`config.mk`:
```
export PLATFORM = sky130hd
export DESIGN_NAME = sync_fifo_wr_arb
export DESIGN_NICKNAME = d
export VERILOG_FILES = /design/src/rtl/sync_fifo_wr_arb.sv
export SDC_FILE = /design/constraint.sdc
export NUM_CORES = 1
export LEC_CHECK = 0
export ABC_AREA = 1
export ABC_CLOCK_PERIOD_IN_PS = 2200
export CAP_MARGIN = 20
export CELL_PAD_IN_SITES_DETAIL_PLACEMENT = 1
export CELL_PAD_IN_SITES_GLOBAL_PLACEMENT = 1
export CORE_ASPECT_RATIO = 1.75
export CORE_MARGIN = 2
export CORE_UTILIZATION = 25
export DETAILED_ROUTE_END_ITERATION = 7
export PLACE_DENSITY_LB_ADDON = 0.1
export SLEW_MARGIN = 20
export SYNTH_ARGS = -nofsm -noshare
export SYNTH_HDL_FRONTEND = slang
export SYNTH_SLANG_ARGS = --single-unit
```
`constraint.sdc`:
```
create_clock -name clk -period 2.2 [get_ports clk]
set_input_delay 0.44 -clock clk [delete_from_list [all_inputs] [get_ports clk]]
set_output_delay 0.44 -clock clk [all_outputs]
set_load 0.01 [all_outputs]
```
`src/rtl/sync_fifo_wr_arb.sv`:
```
// sync_fifo_wr_arb: round-robin arbiter sharing one sync FIFO write port
// between NREQ requesters. A grant is locked for up to BURST_MAX beats so a
// requester's words land contiguously in the FIFO.
//
// Ports:
//   clk, rst_n        clock, asynchronous active-low reset
//   req_valid/ready   per-requester valid/ready handshake (at most one ready high)
//   req_data          per-requester payload (unpacked array of T)
//   fifo_full         FIFO full flag; stalls all handshakes, holds the lock
//   fifo_wen          FIFO write enable (combinational, zero latency)
//   fifo_data_in      FIFO write data (combinational mux of the winner)
//   grant_id          current owner while busy, else last owner
//   busy              1 while a grant is locked
//
// Optional build macro SYNC_FIFO_WR_ARB_STATS_EN adds:
//   stat_beats[NREQ]  saturating per-requester accepted beat counters
//   stat_stall_cyc    saturating count of cycles with any valid while full
module sync_fifo_wr_arb #(
   parameter int unsigned NREQ      = 4,
   parameter int unsigned BURST_MAX = 4,
   parameter type         T         = logic [7:0]
) (
   input  logic                    clk,
   input  logic                    rst_n,
   input  logic [NREQ-1:0]         req_valid,
   input  T                        req_data [NREQ],
   output logic [NREQ-1:0]         req_ready,
   input  logic                    fifo_full,
   output logic                    fifo_wen,
   output T                        fifo_data_in,
   output logic [$clog2(NREQ)-1:0] grant_id,
   output logic                    busy
`ifdef SYNC_FIFO_WR_ARB_STATS_EN
   ,
   output logic [15:0]             stat_beats [NREQ],
   output logic [15:0]             stat_stall_cyc
`endif
);

   localparam int unsigned IDW = $clog2(NREQ);
   localparam int unsigned CW  = $clog2(BURST_MAX + 1);

   typedef enum logic {IDLE, LOCKED} state_e;

   state_e          state_q, state_d;
   logic [IDW-1:0]  rr_ptr_q, rr_ptr_d;
   logic [CW-1:0]   beat_cnt_q, beat_cnt_d;
   logic [IDW-1:0]  grant_id_q, grant_id_d;

   logic            found;
   logic [IDW-1:0]  winner;
   logic [IDW-1:0]  sel;
   logic [NREQ-1:0] ready_c;
   logic            accept;
   int unsigned     idx;

   // Index increment that wraps NREQ-1 -> 0 for any NREQ.
   function automatic logic [IDW-1:0] inc_wrap(input logic [IDW-1:0] x);
      if (x == IDW'(NREQ - 1)) return '0;
      return x + IDW'(1);
   endfunction

   // Round-robin search from rr_ptr, wrapping modulo NREQ.
   always_comb begin
      found  = 1'b0;
      winner = rr_ptr_q;
      idx    = 0;
      for (int unsigned k = 0; k < NREQ; k++) begin
         idx = (32'(rr_ptr_q) + k) % NREQ;
         if (!found && req_valid[IDW'(idx)]) begin
            found  = 1'b1;
            winner = IDW'(idx);
         end
      end
   end

   // Combinational handshake and data path; reset forces ready low.
   always_comb begin
      sel     = (state_q == LOCKED) ? grant_id_q : winner;
      ready_c = '0;
      if (rst_n && !fifo_full && ((state_q == LOCKED) || found)) ready_c[sel] = 1'b1;
      accept  = |(req_valid & ready_c);
   end

   assign req_ready    = ready_c;
   assign fifo_wen     = accept;
   assign fifo_data_in = req_data[sel];
   assign grant_id     = grant_id_q;
   assign busy         = (state_q == LOCKED);

   // Next-state: lock on any request, release on burst end or owner drop.
   always_comb begin
      state_d    = state_q;
      rr_ptr_d   = rr_ptr_q;
      beat_cnt_d = beat_cnt_q;
      grant_id_d = grant_id_q;
      unique case (state_q)
         IDLE: begin
            if (found) begin
               if (accept && (BURST_MAX == 1)) begin
                  rr_ptr_d = inc_wrap(winner);
               end else begin
                  state_d    = LOCKED;
                  grant_id_d = winner;
                  beat_cnt_d = accept ? CW'(1) : '0;
               end
            end
         end
         LOCKED: begin
            if (!req_valid[grant_id_q] ||
                (accept && (beat_cnt_q == CW'(BURST_MAX - 1)))) begin
               state_d    = IDLE;
               rr_ptr_d   = inc_wrap(grant_id_q);
               beat_cnt_d = '0;
            end else if (accept) begin
               beat_cnt_d = beat_cnt_q + CW'(1);
            end
         end
         default: state_d = IDLE;
      endcase
   end

   always_ff @(posedge clk or negedge rst_n) begin
      if (!rst_n) begin
         state_q    <= IDLE;
         rr_ptr_q   <= '0;
         beat_cnt_q <= '0;
         grant_id_q <= '0;
      end else begin
         state_q    <= state_d;
         rr_ptr_q   <= rr_ptr_d;
         beat_cnt_q <= beat_cnt_d;
         grant_id_q <= grant_id_d;
      end
   end

`ifdef SYNC_FIFO_WR_ARB_STATS_EN
   logic [15:0] stat_beats_q [NREQ];
   logic [15:0] stat_beats_d [NREQ];
   logic [15:0] stat_stall_q, stat_stall_d;

   // Saturating statistics counters.
   always_comb begin
      for (int unsigned i = 0; i < NREQ; i++) begin
         stat_beats_d[i] = stat_beats_q[i];
         if (req_valid[IDW'(i)] && ready_c[IDW'(i)] && (stat_beats_q[i] != 16'hFFFF))
            stat_beats_d[i] = stat_beats_q[i] + 16'd1;
      end
      stat_stall_d = stat_stall_q;
      if ((|req_valid) && fifo_full && (stat_stall_q != 16'hFFFF))
         stat_stall_d = stat_stall_q + 16'd1;
   end

   always_ff @(posedge clk or negedge rst_n) begin
      if (!rst_n) begin
         for (int unsigned i = 0; i < NREQ; i++) stat_beats_q[i] <= '0;
         stat_stall_q <= '0;
      end else begin
         for (int unsigned i = 0; i < NREQ; i++) stat_beats_q[i] <= stat_beats_d[i];
         stat_stall_q <= stat_stall_d;
      end
   end

   assign stat_beats     = stat_beats_q;
   assign stat_stall_cyc = stat_stall_q;
`endif

endmodule
```
==> run_results.csv <==
group,metric,value,unit
status,violations,"negative setup slack",
placed_design,placed_cells,346,
grt,grt_pass1_wl,9.68,mm
drt,ant_nets,0,
logic_synthesis,synth_top_cell_by_area,"nand2_1",
sta,timing.final.crit_period,2.80,ns
power,switching_share,49.6,%
power,powerDensity,1810,nW/um^2
critical_path,start_kind,"flip-flop",
logic_synthesis,netlist_instances,203,
sta,finalSetupTns,-9.65,ns
final_layout,layout_commonest_cell,"buf_4",
final_layout,fill_cells,620,
sta,setup_viol,19,
logic_synthesis,seq_area_frac_synth,16.0,%
final_layout,mostFrequentLayoutCells,"buf_4 (58), clkdlybuf4s50_1 (37), nand2_1 (35)",
sta,slew-limit-headroom,81.2,%
critical_path,reg2reg_depth,24,
sta,finalHoldViolCount,0,
drt,drt-pass1-iter-count,3,
status,status,"finished, violations left",
critical_path,setup.worst_path.end,"fifo_data_in[2]",
grt,grt_overflow_total,0,
critical_path,cpPeakStageDelay,0.42,ns
sta,slew_violations,0,
grt,antenna_found_initial,0,
placed_design,io_buffers,54,
critical_path,path_common_cell,"nand3_2",
power,p_total,4.93,mW
placed_design,gp_congestion,0.814,
clocking,path_clk_slew,0.04,ns
critical_path,rrSetupSlack,-0.46,ns
critical_path,r2r_end,"rr_ptr_q[0]",
critical_path,crit_type,"reg2out",
die,initial_utilization,25.5,%
die,die_w,57.4,um
critical_path,path_cells,"clkinv_4 -> buf_6 -> nand2_2 -> nand2_2 -> nand2_2 -> nand2_4 -> buf_4 -> nand3_2 -> nand3_2 -> nand3_2 -> nand3_2 -> nand2_4 -> nor2_4 -> buf_6 -> a22oi_2 -> nand3_1 -> buf_2",
critical_path,cp_max_fo,5,
clocking,clk_latency,0.22,ns
critical_path,crit_buf_inv,5,
die,num_rows,34,
die,die_area,5590,um^2
sta,hold_ws,0.489,ns
sta,rsz0062_at_grt,"true",
die,boundaryPins,55,
logic_synthesis,synth_top_family_by_area,"simple AND/OR/NAND/NOR gates",
critical_path,startpoint,"rr_ptr_q[0]",
logic_synthesis,synthAdderAreaFrac,3.01,%
logic_synthesis,yosysTopAreaCellShare,17.5,%
final_layout,layout.nets,371,
power,power.switching,2.44,mW
drt,drt_iter0_drc,59,
flow_run,drv_cap,0,
final_layout,layout-drive-gt1-share,54.1,%
clocking,cts_tree,"yes",
final_layout,synthToLayoutAreaGrowth,118,%
logic_synthesis,synth_compound_area_share,9.43,%
sta,fin_skew,0.000628,ns
drt,wirelength,6.36,mm
grt,grt_pass1_vias,2028,
critical_path,worstPathArrival,2.36,ns
clocking,cts_max_path_buffers,2,
final_layout,final_util,55.6,%
drt,wl_per_cell,16.7,um
critical_path,required,1.76,ns
final_layout,fin_cells,381,
logic_synthesis,synthTopCellsByArea,"nand2_1 (17%), dfrtp_1 (16%), nand3_1 (15%)",
power,peakVddDrop,1130,uV
placed_design,dp.final_hpwl,4.35,mm
critical_path,worstSetupEndpointType,"primary output",
power,p_int,2.48,mW
critical_path,cp_slowest_cell,"dfrtp_2",
drt,via_per_inst,4.86,
drt,drc_errors,0,
final_layout,diodes,0,
sta,setup_ws,-0.597,ns
drt,via_count,1853,
critical_path,worst-path-stages,17,
hold_path,hold_path_class,"reg2reg",
sta,max_freq,357,MHz
clocking,cts-root-buf,"clkbuf_8",
logic_synthesis,muxShareOfSynthArea,0,%
clocking,ctsHtreeMaxLevel,1,
grt,grt_use_total,21.5,%
power,combinationalPowerShare,91.0,%
critical_path,r2r-start,"rr_ptr_q[0]",
die,die_h,97.4,um
logic_synthesis,synth.distinct_cells,28,
logic_synthesis,synth_xor_area_share,0,%
logic_synthesis,yosys_warnings,0,
grt,grt_max_degree,15,
clocking,clock-sinks,8,
power,leakagePower,1.36,nW
logic_synthesis,syn_nets,245,
die,core-area,4890,um^2
clocking,hold_buffers,0,
sta,post-route-period-util,127,%
clocking,cts_buffers,3,
power,clockPowerShare,3.4,%
logic_synthesis,synth_area,1250,um^2
critical_path,crit_family,"simple AND/OR/NAND/NOR gates",
logic_synthesis,ys_ff_latch,8,
power,p_seq_share,5.6,%
logic_synthesis,avgSynthCellArea,6.15,um^2
sta,tightestPinTransition,0.281,ns
logic_synthesis,synthSimpleGateAreaFrac,61.2,%
[per-layer routing]
layer,track usage [%],share of wire (%),vias up
met1,23.2,39,888
met2,42.4,58,37
met3,2.00,2.4,4
met4,4.83,0.69,0
met5,0,0,-
li1,-,-,924
[repair_timing]
action | CTS | global route
setup endpoints to repair | 19 | 20
setup buffers | 24 | 9
resized for setup | 106 | 33
cloned | 0 | 1
pin swaps | 43 | 29
[layout make-up]
class | instances | area, um^2 | area share [%]
clock buffer | 3 | 41.3 | 1.52
inverter | 20 | 87.6 | 3.22
multi-input combinational | 167 | 1190 | 43.9
sequential | 8 | 203 | 7.46
tap | 54 | 67.6 | 2.49
timing repair buffer | 129 | 1130 | 41.4
[worst min-delay path by stage]
stage,start,to,slack [ns],cells after the start
finish,beat_cnt_q[2],beat_cnt_q[2],0.49,2
global route,beat_cnt_q[2],beat_cnt_q[2],0.54,2
CTS,beat_cnt_q[2],beat_cnt_q[2],0.52,2
detailed placement,beat_cnt_q[0],beat_cnt_q[0],0.51,2
global placement,beat_cnt_q[1],beat_cnt_q[1],0.48,2
floorplan,rst_n,beat_cnt_q[0],0.14,0
[worst reg2reg max path, delay by kind of cell, from the launching register on]
kind	cells	cell delay [ns]
and+or+nand+nor	17	1.35
buffers and inverters	7	0.77
DFF	1	0.42
[cell usage after synthesis (all sizes together)]
cell	count
a22oi	8
nand2	80
nand3b	1
a21oi	1
clkbuf	2
ha	3
nor2	12
nand3	44
buf	6
o21bai	1
o21ai	5
nor3	5
inv	20
nand4	6
dfrtp	8
a32oi	1
[kinds of logic (layout without fill, tap and decap cells)]
family | count (synthesis) | after routing
and+or+nand+nor | 148 | 148
buffers and inverters | 28 | 152
AOI/OAI and AO/OA | 16 | 16
DFF | 8 | 8
adders and majority gates | 3 | 3
[flip-flops by register name (all words and copies together), names as in the netlist]
name / count
beat_cnt_q: 3
grant_id: 2
rr_ptr_q: 2
busy: 1
[metrics by stage]
| step | area [um^2] | setup WS (ns) |
|---|---|---|
| 6_report | 2720 | -0.597 |
| 5_1_grt | 2720 | -0.747 |
| 3_5_place_dp | 2190 | -1.36 |
| 2_1_floorplan | 1310 | -0.0804 |
| 3_3_place_gp | 2190 | -1.33 |
| 4_1_cts | 2540 | -0.554 |
[power groups by stage]
stage | Sequential, mW | Combinational [mW] | Clock [mW]
2_1_floorplan | 0.271 | 1.92 | 0
3_3_place_gp | 0.259 | 3.33 | 0
3_5_place_dp | 0.262 | 3.36 | 0
4_1_cts | 0.262 | 4.07 | 0.180
5_1_grt | 0.285 | 4.83 | 0.186
6_report | 0.276 | 4.48 | 0.169
(Power assumes the default switching activity.)
==> RTL edit, RTL diff (same flow settings) <==
The option `SYNC_FIFO_WR_ARB_STATS_EN` is turned on by a define.
--- a/src/rtl/sync_fifo_wr_arb.sv
+++ b/src/rtl/sync_fifo_wr_arb.sv
@@ -16,4 +16,6 @@
 //   stat_beats[NREQ]  saturating per-requester accepted beat counters
 //   stat_stall_cyc    saturating count of cycles with any valid while full
+`define SYNC_FIFO_WR_ARB_STATS_EN
+
 module sync_fifo_wr_arb #(
    parameter int unsigned NREQ      = 4,
Behaviour (old outputs only; new: stat_beats and stat_stall_cyc): unchanged (Yosys induction, for registers that start in step).
==> RTL edit against the unedited design <==
- the flow still finishes with violations (setup timing)
- die area increased to 3.9 times the old value
- total power is 100% higher
- synthesized cell count rose to 3.1 times the old value
- setup slack lost 0.099 ns
- routed wire length rose to 2.9 times the old value
- first-iteration DRC count increased by 85%
- largest power group unchanged
- fmax fell by 3.4%
- global-route usage shrank 5.0 points
- sequential cell count grew 80
- design area grew to 3.3 times the old value
- area after synthesis rose to 4.1 times the old value
==> RTL edit: results (changes against the unedited design) <==
Run status
The run finished, with violations left. The final reports fail on setup timing.

Detailed routing
The iteration count of the initial detailed-routing pass is 4 (+1). The via-per-instance ratio is 4.68 (-3.8%). The final routed wirelength across all metal layers is 18.1 mm (+190%).

CTS
The clock transition at the registers of the reported paths is 0.06 ns (+0.02 ns). The number of cells upsized or downsized after cts is 180 (+70%). The number of buffers created by CTS is 9 (+6).

The number of post-CTS setup repair buffers was 20 (-17%). The clock latency reported for the late side of the worst-skew pair came to 0.34 ns (+0.12 ns). Clock tree synthesis selected as its root buffer the cell sky130_fd_sc_hd__clkbuf_16.

The H-tree level count came to 3 (+2).

Yosys
The sequential element share of the synthesized area was 42.7% (+27 points). The count of unique library cells instantiated by Yosys is 37 (+32%). The number of nets in the synthesized netlist was 672 (+170%). The fraction of synthesis flops using an asynchronous set or reset pin came to 100% (unchanged). By area the synthesized netlist is led by sky130_fd_sc_hd__dfrtp_1 43%, sky130_fd_sc_hd__nand2_1 9.8%, sky130_fd_sc_hd__xor2_1 8.0%. The count of synthesis-stage warnings from yosys was 0 (unchanged). In the synthesized netlist, the cells that appear most often are 135 x sky130_fd_sc_hd__nand2_1, 88 x sky130_fd_sc_hd__dfrtp_1, 67 x sky130_fd_sc_hd__nand3_1.

Setup path
The slowest stage of the critical path belongs to the cell sky130_fd_sc_hd__dfrtp_2. The worst-path maximum fanout is 6 (+1). The worst reg2reg path depth is 23 (-4.2%). In this run the critical register-to-register path is captured at stat_beats[8].

The setup slack on the worst flop-to-flop path is -0.63 ns (-0.17 ns).

Global route
The maximum number of pins on one net before global-route repair is 73 (+58). The first-pass GRT wire length is 29.2 mm (+200%). The via count of the first global-routing pass is 5848 (+190%).

The all-layer global routing usage is 16.5% (-5.0 points).

STA
The number of setup violations in the final report is 98 (+79). The worst slew margin relative to its limit is 35.4% (-46 points). The worst-case setup margin in the final layout is -0.696 ns (-0.0992 ns). The accumulated negative setup slack was -37.52 ns (-27.87 ns).

Power and ir drop
The static leakage was 4.16 nW (+210%). The power of the clock network is 0.00157 W (+830%). The sequential group power is 0.00219 W (+690%).

The total net switching power came to 0.00420 W (+72%). The worst ir drop on vdd is 0.794 mV (-30%).

Placed design
The placer congestion estimate is 0.849 (+4.3%). The instance area after placement came to 7360 sq um (+240%).

Finish
The fraction of final layout cells sized beyond drive strength 1 is 36.7% (-17 points). The number of fillers in the final layout was 2301 (+270%). The flip-flop count of the largest register, all copies and words added came to 64 (+61).

Worst hold path
The type of the tightest min-delay check is input pin to asynchronous set/reset pin.
==> RTL edit: cell count changes in the layout (fill, tap and decap cells not counted), moves of 18 or more <==
| cell | change |
|---|---|
| sky130_fd_sc_hd__dfrtp_1 | +80 |
| sky130_fd_sc_hd__clkdlybuf4s50_1 | +79 |
| sky130_fd_sc_hd__nand2_1 | +53 |
| sky130_fd_sc_hd__xor2_1 | +43 |
| sky130_fd_sc_hd__inv_1 | +42 |
| sky130_fd_sc_hd__nand3_1 | +21 |
| sky130_fd_sc_hd__xnor2_1 | +19 |
| sky130_fd_sc_hd__nor3_1 | +18 |
==> RTL edit: per-layer routing <==
metal | routed length, um | share of wire, % | up-vias | global-route usage [%]
met4 | 580 | 3.2 | 0 | 6.37
li1 | - | - | 2514 | -
met1 | 6490 | 36 | 2588 | 16.9
met5 | 0 | 0 | - | 0
met3 | 600 | 3.3 | 34 | 2.31
met2 | 10500 | 58 | 116 | 32.5
==> RTL edit: area by class of cell <==
cell class	instances	area, sq um	area share [%]
sequential	88	2200	24.6
multi-input combinational	452	3430	38.3
clock buffer	9	225	2.51
clock inverter	7	72.6	0.809
timing repair buffer	244	2360	26.4
inverter	75	357	3.98
tap	248	310	3.46
==> RTL edit: worst max-delay path by stage <==
stage	startpoint	to	slack (ns)	cells past startpoint
after global placement	req_valid[0]	fifo_data_in[4]	-1.13	16
final	rr_ptr_q[0]	req_ready[2]	-0.70	15
after floorplan	rr_ptr_q[0]	fifo_data_in[0]	-0.06	18
after CTS	rr_ptr_q[0]	req_ready[2]	-0.72	16
after detailed placement	req_valid[0]	fifo_data_in[1]	-1.22	17
after global routing	rr_ptr_q[0]	fifo_data_in[7]	-0.85	18
==> RTL edit: logic make-up (layout without fill, tap and decap cells) <==
group / Yosys count / count (layout) / share of synthesized area (%)
DFF: 88 / 88 / 42.7
adders and majority gates: 8 / 8 / 1.94
xor gates and xnor gates: 69 / 69 / 11.7
and+or+nand+nor: 345 / 345 / 33.5
AOI/OAI and AO/OA: 30 / 30 / 3.44
buffers and inverters: 85 / 335 / 6.76
==> RTL edit: through the flow <==
stage / hold slack (ns) / cells / total power (W) / setup WS (ns) / util, %
3_5_place_dp: 0.455 / 1072 / 0.00660 / -1.22 / 36.3
4_1_cts: 0.0767 / 1110 / 0.00910 / -0.723 / 40.8
3_3_place_gp: 0.446 / 1072 / 0.00651 / -1.13 / 36.3
2_1_floorplan: 0.144 / 625 / 0.00446 / -0.0599 / -
5_1_grt: 0.0926 / 1123 / 0.0105 / -0.851 / 44.2
6_report: 0.0772 / 1123 / 0.00987 / -0.696 / 44.2
==> RTL edit: worst register-to-register path: cells and delay by family (launching register included) <==
kind	cells	cell delay, ns
buffers and inverters	7	0.76
flip-flops	1	0.45
AND/OR/NAND/NOR	16	1.52
